==> src/rtl/fmul_pipe.sv <==
// rtl/fmul_pipe.sv - 3-stage IEEE-754 single multiplier, FTZ, RNE, tagged; FMUL_SPECIAL_EN adds NaN/Inf handling
module fmul_pipe #(
  parameter int TAGW   = 4,
  parameter int NSTAGE = 3
) (
  input  logic            clk,
  input  logic            rstn,
  input  logic [31:0]     x1,
  input  logic [31:0]     x2,
  input  logic            in_valid,
  input  logic [TAGW-1:0] in_tag,
  input  logic            stall,
  output logic [31:0]     y,
  output logic            ovf,
  output logic            out_valid,
  output logic [TAGW-1:0] out_tag
);

  if (NSTAGE != 3) begin : g_nstage_check
    $error("fmul_pipe: NSTAGE must be 3");
  end

  // Stage 1: unpack, sign, exponent sum, two 24x12 partial products
  logic [7:0]  e1, e2;
  logic [23:0] ma, mb;
  logic [35:0] pp_lo_c, pp_hi_c;
  logic [9:0]  esum_c;
  logic        zero_c;

  assign e1      = x1[30:23];
  assign e2      = x2[30:23];
  assign ma      = {1'b1, x1[22:0]};
  assign mb      = {1'b1, x2[22:0]};
  assign pp_lo_c = {12'b0, ma} * {24'b0, mb[11:0]};
  assign pp_hi_c = {12'b0, ma} * {24'b0, mb[23:12]};
  assign esum_c  = {2'b0, e1} + {2'b0, e2};
  assign zero_c  = (e1 == 8'd0) || (e2 == 8'd0);

  logic            s1_valid, s1_sign, s1_zero;
  logic [TAGW-1:0] s1_tag;
  logic [9:0]      s1_esum;
  logic [35:0]     s1_pp_lo, s1_pp_hi;

`ifdef FMUL_SPECIAL_EN
  logic nan_c, inf_c;
  logic s1_nan, s1_inf, s2_nan, s2_inf;

  assign nan_c = ((e1 == 8'hFF) && (x1[22:0] != 23'd0)) ||
                 ((e2 == 8'hFF) && (x2[22:0] != 23'd0));
  assign inf_c = ((e1 == 8'hFF) && (x1[22:0] == 23'd0)) ||
                 ((e2 == 8'hFF) && (x2[22:0] == 23'd0));
`endif

  always_ff @(posedge clk or negedge rstn) begin
    if (!rstn) begin
      s1_valid <= 1'b0;
      s1_tag   <= '0;
      s1_sign  <= 1'b0;
      s1_zero  <= 1'b0;
      s1_esum  <= '0;
      s1_pp_lo <= '0;
      s1_pp_hi <= '0;
`ifdef FMUL_SPECIAL_EN
      s1_nan   <= 1'b0;
      s1_inf   <= 1'b0;
`endif
    end else if (!stall) begin
      s1_valid <= in_valid;
      s1_tag   <= in_tag;
      s1_sign  <= x1[31] ^ x2[31];
      s1_zero  <= zero_c;
      s1_esum  <= esum_c;
      s1_pp_lo <= pp_lo_c;
      s1_pp_hi <= pp_hi_c;
`ifdef FMUL_SPECIAL_EN
      s1_nan   <= nan_c;
      s1_inf   <= inf_c;
`endif
    end
  end

  // Stage 2: sum partial products and normalise to a 1.23 window
  logic [47:0]       p_c;
  logic [22:0]       mant_c;
  logic              guard_c, sticky_c;
  logic signed [9:0] exp_c;

  assign p_c = {12'b0, s1_pp_lo} + {s1_pp_hi, 12'b0};

  always_comb begin
    mant_c   = p_c[45:23];
    guard_c  = p_c[22];
    sticky_c = |p_c[21:0];
    exp_c    = $signed(s1_esum - 10'd127);
    if (p_c[47]) begin
      mant_c   = p_c[46:24];
      guard_c  = p_c[23];
      sticky_c = |p_c[22:0];
      exp_c    = $signed(s1_esum - 10'd126);
    end
  end

  logic              s2_valid, s2_sign, s2_zero, s2_guard, s2_sticky;
  logic [TAGW-1:0]   s2_tag;
  logic [22:0]       s2_mant;
  logic signed [9:0] s2_exp;

  always_ff @(posedge clk or negedge rstn) begin
    if (!rstn) begin
      s2_valid  <= 1'b0;
      s2_tag    <= '0;
      s2_sign   <= 1'b0;
      s2_zero   <= 1'b0;
      s2_mant   <= '0;
      s2_guard  <= 1'b0;
      s2_sticky <= 1'b0;
      s2_exp    <= '0;
`ifdef FMUL_SPECIAL_EN
      s2_nan    <= 1'b0;
      s2_inf    <= 1'b0;
`endif
    end else if (!stall) begin
      s2_valid  <= s1_valid;
      s2_tag    <= s1_tag;
      s2_sign   <= s1_sign;
      s2_zero   <= s1_zero;
      s2_mant   <= mant_c;
      s2_guard  <= guard_c;
      s2_sticky <= sticky_c;
      s2_exp    <= exp_c;
`ifdef FMUL_SPECIAL_EN
      s2_nan    <= s1_nan;
      s2_inf    <= s1_inf;
`endif
    end
  end

  // Stage 3: round to nearest even, then zero / overflow / flush selection
  logic              inc_c;
  logic [23:0]       mant_r;
  logic signed [9:0] exp_r;
  logic [31:0]       y_c;
  logic              ovf_c;

  assign inc_c  = s2_guard & (s2_sticky | s2_mant[0]);
  assign mant_r = {1'b0, s2_mant} + {23'b0, inc_c};
  assign exp_r  = s2_exp + (mant_r[23] ? 10'sd1 : 10'sd0);

  always_comb begin
    y_c   = {s2_sign, exp_r[7:0], mant_r[23] ? 23'd0 : mant_r[22:0]};
    ovf_c = 1'b0;
    if (s2_zero) begin
      y_c = {s2_sign, 31'b0};
    end else if (exp_r >= 10'sd255) begin
      y_c   = {s2_sign, 8'hFF, 23'b0};
      ovf_c = 1'b1;
    end else if (exp_r <= 10'sd0) begin
      y_c = {s2_sign, 31'b0};
    end
`ifdef FMUL_SPECIAL_EN
    if (s2_nan || (s2_inf && s2_zero)) begin
      y_c   = 32'h7FC0_0000;
      ovf_c = 1'b0;
    end else if (s2_inf) begin
      y_c   = {s2_sign, 8'hFF, 23'b0};
      ovf_c = 1'b0;
    end
`endif
  end

  always_ff @(posedge clk or negedge rstn) begin
    if (!rstn) begin
      out_valid <= 1'b0;
      out_tag   <= '0;
      y         <= '0;
      ovf       <= 1'b0;
    end else if (!stall) begin
      out_valid <= s2_valid;
      out_tag   <= s2_tag;
      y         <= y_c;
      ovf       <= ovf_c;
    end
  end

endmodule

==> config.mk <==
export PLATFORM = sky130hd
export DESIGN_NAME = fmul_pipe
export DESIGN_NICKNAME = d
export VERILOG_FILES = /design/src/rtl/fmul_pipe.sv
export SDC_FILE = /design/constraint.sdc
export NUM_CORES = 2
export LEC_CHECK = 0
export ABC_AREA = 1
export CORE_MARGIN = 2
export CORE_UTILIZATION = 30
export CTS_CLUSTER_DIAMETER = 200
export DETAILED_ROUTE_END_ITERATION = 8
export DONT_BUFFER_PORTS = 1
export GPL_TIMING_DRIVEN = 1
export PLACE_DENSITY_LB_ADDON = 0.15
export SYNTH_ARGS = -nofsm -noshare
export SYNTH_HDL_FRONTEND = slang
export SYNTH_SLANG_ARGS = --single-unit
export TNS_END_PERCENT = 50
==> constraint.sdc <==
create_clock -name clk -period 2.99 [get_ports clk]
set_input_delay 0.299 -clock clk [delete_from_list [all_inputs] [get_ports clk]]
set_output_delay 0.299 -clock clk [all_outputs]
set_load 0.02 [all_outputs]
After elaboration in Yosys (flattened, before gate mapping)

Cells that the tools add are included.

$add $sub $neg: 6
Multiply operators: 2
Order comparisons: 2
Multiplexer cells: 11
Bitwise logic cells: 3
Reduce and logical (&&, ||, !) cells: 5

Operators by type and width:

| kind                                                                                  | count |
|---|---|
| 31-bit 2-to-1 mux                                                                     | 3 |
| 24-bit by 12-bit multiplier with 36-bit output                                        | 2 |
| 36-bit by 48-bit adder with 48-bit output                                             | 1 |
| 23-bit 2-to-1 mux                                                                     | 2 |
| 23-bit by 1-bit adder with 24-bit output                                              | 1 |
| 23-bit OR reduction                                                                   | 1 |
| 22-bit OR reduction                                                                   | 1 |
| 10-bit by 7-bit subtractor with 10-bit output (second input constant)                 | 2 |
| 8-bit zero test                                                                       | 2 |
| 10-bit by 2-bit adder with 10-bit output                                              | 1 |
| 10-bit by 9-bit greater-or-equal comparator with 1-bit output (second input constant) | 1 |
| 10-bit by 1-bit <= comparator with 1-bit output (second input constant)               | 1 |
| 10-bit 2-to-1 mux                                                                     | 1 |
| 8-bit by 8-bit adder with 9-bit output                                                | 1 |
| 1-bit 2-to-1 mux                                                                      | 5 |
| 1-bit bitwise AND                                                                     | 1 |
| 1-bit logical OR                                                                      | 1 |
| 1-bit OR                                                                              | 1 |
| 1-bit bitwise XOR                                                                     | 1 |

Register bits after elaboration: 169
Output and inout port bits: 38
Logic and storage cells: 48

Logic depth before layout (Yosys ltp)

Depth after elaboration: 9
Mapped depth: 26
Gate-level depth less buffers: 25

Worst setup path after synthesis

No wires, ideal clock.

Path type: input port to flip-flop
From: input x2[18]
To: register s1_pp_hi[24]
Setup time: 130 ps
Arrival: 4,618 ps
Data required time: 2,860 ps
Path slack: -1,758 ps
Cell stages on the path: 19
Buffers on the path: 1
Path through: clkbuf_1 -> nand2_1 -> fa_1 -> inv_1 -> fa_1 -> fa_1 -> fa_1 -> inv_1 -> fa_1 -> inv_1 -> ha_1 -> a21oi_1 -> a21boi_0 -> nand3_1 -> nand2_1 -> o21ai_0 -> or2_2 -> nand3_1 -> o21ai_0

Word-level cells in the longest chain between the ends: 1

Ends and longest elaborated chain:

| element                                        | RTL line | source |
|---|---|---|
| start: declaration                             | 9        | `input logic [31:0] x2,` |
| 24-bit by 12-bit multiplier with 36-bit output | 35       | `assign pp_hi_c = {12'b0, ma} * {24'b0, mb[23:12]};` |
| end signal: assignment                         | 74       | `s1_pp_hi <= pp_hi_c;` |
| end: declaration                               | 42       | `logic [35:0] s1_pp_lo, s1_pp_hi;` |

No other way between the ends.
A chain may end at the register's enable or synchronous reset.

Worst setup path after layout

From: input x2[18]
To: register s1_pp_hi[32]

The elaborated chain is that of the path after synthesis.

==> flow_summary.ini <==
[placed_design]
routabilityCongestion = 0.857
buffer_ports.inserted = 0
dp_cells = 5368
dp_hpwl_mm = 69.0

[synth]
yosys_most_used_dff = sky130_fd_sc_hd__dfrtp_1
synth_largest_area_cell = sky130_fd_sc_hd__fa_1
synth_area_sq_um = 28900
ys.warnings.count = 0
ys_seq_area_share_pct = 14.6
synth_enable_flop_cells = 0
synth_cells = 4001
synthesized_net_count = 4700
ys_types = 42
share_of_the_synthesized_area_in_the_top_cell_type_pct = 30.6
syn_avg_cell_area_sq_um = 7.22
yosys-top-cells-count = sky130_fd_sc_hd__nand2_1 (1,284), sky130_fd_sc_hd__inv_1 (906), sky130_fd_sc_hd__fa_1 (442), sky130_fd_sc_hd__nand3_1 (209), sky130_fd_sc_hd__ha_1 (185)
postSynth.asyncResetShare_pct = 100
synth_top_cells_by_area = sky130_fd_sc_hd__fa_1 (31%), sky130_fd_sc_hd__nand2_1 (17%), sky130_fd_sc_hd__dfrtp_1 (15%), sky130_fd_sc_hd__inv_1 (12%), sky130_fd_sc_hd__ha_1 (8.0%)
yosys_register_bits = 168
post-synth-top-count-cell = sky130_fd_sc_hd__nand2_1

[timing]
fmax_mhz = 238
finalWorstSetupSlack_ns = -1.21
slew_headroom_pct = 47.3
fin_worst_skew_ns = 0.0112
final_number_of_setup_violating_endpoints = 88
finalHoldViolCount = 168
fin_crit_share_pct = 140
fin_worst_hold_slack_ns = -0.447
final-max-slew-violation-count = 0
tightest_slew_ns = 0.791
finalCriticalPeriod_ns = 4.20
rsz0062_at_grt = yes

[worst_setup_path]
cp_data_arrival_time_ns = 4.53
cp.required_ns = 3.32
critPathKind = in2reg
critical_path.most_common_cell = sky130_fd_sc_hd__inv_2
worstSetupEndpointType = register
worstSetupStartpointType = primary input
rr_startpoint = s2_mant[0]
setup.worst_path.start = x2[18]
path_cells = nand2_8, fa_1, inv_2, fa_1, fa_2, fa_1, inv_2, fa_2, inv_2, ha_4, nand2_4, nor2_4, inv_2, buf_6, nor3_4, nand2_1, o211ai_1, xor2_1, o21ai_1
timing.critical_path.slowest_cell_delay_ns = 0.57
cpMaxStageDelayCell = sky130_fd_sc_hd__fa_2
critical_path.max_fanout = 24

[final_layout]
multi_input_area_sq_um = 23500
post_route_cells_drive_above_1_share_pct = 21.2
post_layout_nonfiller_instances = 5572
fillers = 10000
sequential_cell_area_sq_um = 4200
design.final.nets = 4992
area_growth_syn_to_layout_pct = 28.3

[floorplan]
die-area_sq_um = 98800
floorplan.rows = 113
core-area_sq_um = 95200
die_x_um = 314
initial_core_util_pct = 30.4
die_height_um = 314
floorplan.io_pins = 110

[drt]
wl_per_cell_um = 16.2
routed_wl_mm = 90.1
vias_per_cell = 4.54
routed-via-count = 25300
router_iterations_before_antenna_repair = 5
drcViolationCount = 0
antenna_violating_nets_post_route = 0
drt_iter0_drc = 1183

[clocking]
clkTransAtPathRegs_ns = 0.07
cts_tree = yes
cts.sink_count = 168
tritoncts.num_buffers = 17
clockBufferDepth = 2
cts_htree_levels = 4
clock-root-buffer = sky130_fd_sc_hd__clkbuf_16
ctsHoldBuffers = 121
skew_pair_late_insertion_delay_ns = 0.46

[outcome]
run_status = finished with violations
violations = hold timing, setup timing

[min_path]
hold_path_class = in2async

[job]
cap_viol_max_count = 0

[grt]
grt_pass1_vias = 26900
number_of_antenna_violations_at_the_first_check_in_global_routing = 0
global_route_overflow = 0
grt_max_degree = 169
grt_pass1_wl_mm = 148
grt.total_usage_pct = 18.7
## through the flow
step	utilization (%)	instance area, sq um	setup TNS (ns)	setup slack (ns)
6_report	38.9	37000	-56.26	-1.21
3_3_place_gp	34.5	32800	-92.59	-1.77
3_5_place_dp	34.5	32800	-92.96	-1.77
5_1_grt	38.9	37000	-75.39	-1.37
2_1_floorplan	-	30700	-72.16	-1.43
4_1_cts	37.8	35900	-57.67	-1.18
## worst paths after layout
kind                           endpoint  slack (ns)  cells after the start
max                        s1_pp_hi[32]       -1.21                     19
min                           s2_tag[2]       -0.45                      0
max reg2reg                        y[8]       -0.12                     20
min reg2reg                  out_tag[3]        0.47                      2
max in group asynchronous  s1_pp_hi[28]        3.15                      0
min in group clk             s1_esum[5]        0.05                      3
## worst max-delay path: cells and delay by family
family          cells  cell delay (ns)
fa+ha+maj           6             2.96
simple gates        5             0.49
buf+inv             5             0.31
xor+xnor            1             0.27
compound gates      2             0.18
## what timing repair did
action                                 in CTS  in global routing
endpoints found under the hold margin     301                168
gates resized for setup                   304                262
setup endpoints to repair                  90                 91
pin swaps                                 172                182
setup buffers                              31                 25
## cells by family (layout without fill, tap and decap cells)
kind of cell / after synthesis / in the layout / synth area share [%]
adder cells (fa/ha/maj): 627 / 627 / 38.7
other: 0 / 1 / 0
XOR/XNOR: 58 / 58 / 1.76
AO/OA/AOI/OAI: 260 / 260 / 4.87
buffers and inverters: 1056 / 1361 / 13.9
flip-flops: 168 / 168 / 14.6
AND/OR/NAND/NOR: 1832 / 1832 / 26.2
## cells in the final DEF, fill, tap and decap left out, types with 10 or more instances in the layout
master                          Yosys  final
sky130_fd_sc_hd__o21ai_4            0     11
sky130_fd_sc_hd__nand2_4            3     54
sky130_fd_sc_hd__xor2_1            40     39
sky130_fd_sc_hd__nand2_1         1284   1154
sky130_fd_sc_hd__ha_1             185    139
sky130_fd_sc_hd__dfrtp_1          168    168
sky130_fd_sc_hd__dlygate4sd3_1      0    120
sky130_fd_sc_hd__nand2_2            6     74
sky130_fd_sc_hd__nand3_1          209    162
sky130_fd_sc_hd__buf_4              3    240
sky130_fd_sc_hd__nor2_2             7     30
sky130_fd_sc_hd__xnor2_1           18     14
sky130_fd_sc_hd__fa_2               0     33
sky130_fd_sc_hd__ha_4               0     43
sky130_fd_sc_hd__nor3_1            41     30
sky130_fd_sc_hd__nand3_2            3     43
sky130_fd_sc_hd__nor3_2             6     11
sky130_fd_sc_hd__nor4_1            11     10
sky130_fd_sc_hd__inv_2              9     94
sky130_fd_sc_hd__nand2_8            0     11
sky130_fd_sc_hd__clkbuf_16          0     17
sky130_fd_sc_hd__or2_4              0     23
sky130_fd_sc_hd__fa_1             442    409
sky130_fd_sc_hd__a21oi_4            0     23
sky130_fd_sc_hd__a21oi_2            2     36
sky130_fd_sc_hd__nor2_1           174    119
sky130_fd_sc_hd__inv_1            906    816
sky130_fd_sc_hd__o21ai_2            0     25
sky130_fd_sc_hd__nor2_4             1     33
sky130_fd_sc_hd__a21oi_1          110     53
sky130_fd_sc_hd__nand3b_1          15     15
sky130_fd_sc_hd__nand4_1           38     38
sky130_fd_sc_hd__buf_6              4     45
sky130_fd_sc_hd__o21ai_1            6     20
sky130_fd_sc_hd__o21ai_0           99     49
## per-layer routing
| layer | GRT usage, % | up-vias | share of wire [%] |
|---|---|---|---|
| met4 | 2.58 | 0 | 1.0 |
| met5 | 0 | - | 0 |
| li1 | - | 12500 | - |
| met3 | 1.59 | 46 | 2.8 |
| met1 | 26.2 | 12400 | 48 |
| met2 | 32.1 | 330 | 48 |
## sequential cells by signal, indices dropped and copies added, names as in the netlist, 4 cells and up
| name | count |
|---|---|
| s1_pp_lo | 36 |
| out_tag | 4 |
| s1_pp_hi | 36 |
| y | 32 |
| s2_mant | 23 |
| s2_exp | 10 |
| s1_tag | 4 |
| s2_tag | 4 |
| s1_esum | 9 |
## cell type report
cell class                      count  area share, %
Clock buffer                       19           1.20
Sequential cell                   168           11.3
Multi-Input combinational cell   2777           63.5
Timing Repair Buffer              412           9.85
Inverter                          917           9.34
Tap cell                         1265           4.27
Clock inverter                     13          0.436
Antenna cell                        1        0.00675
Power is left out: the tool's default activity adds up to more than one toggle a clock period on the data nets, which glitch-free logic cannot reach.
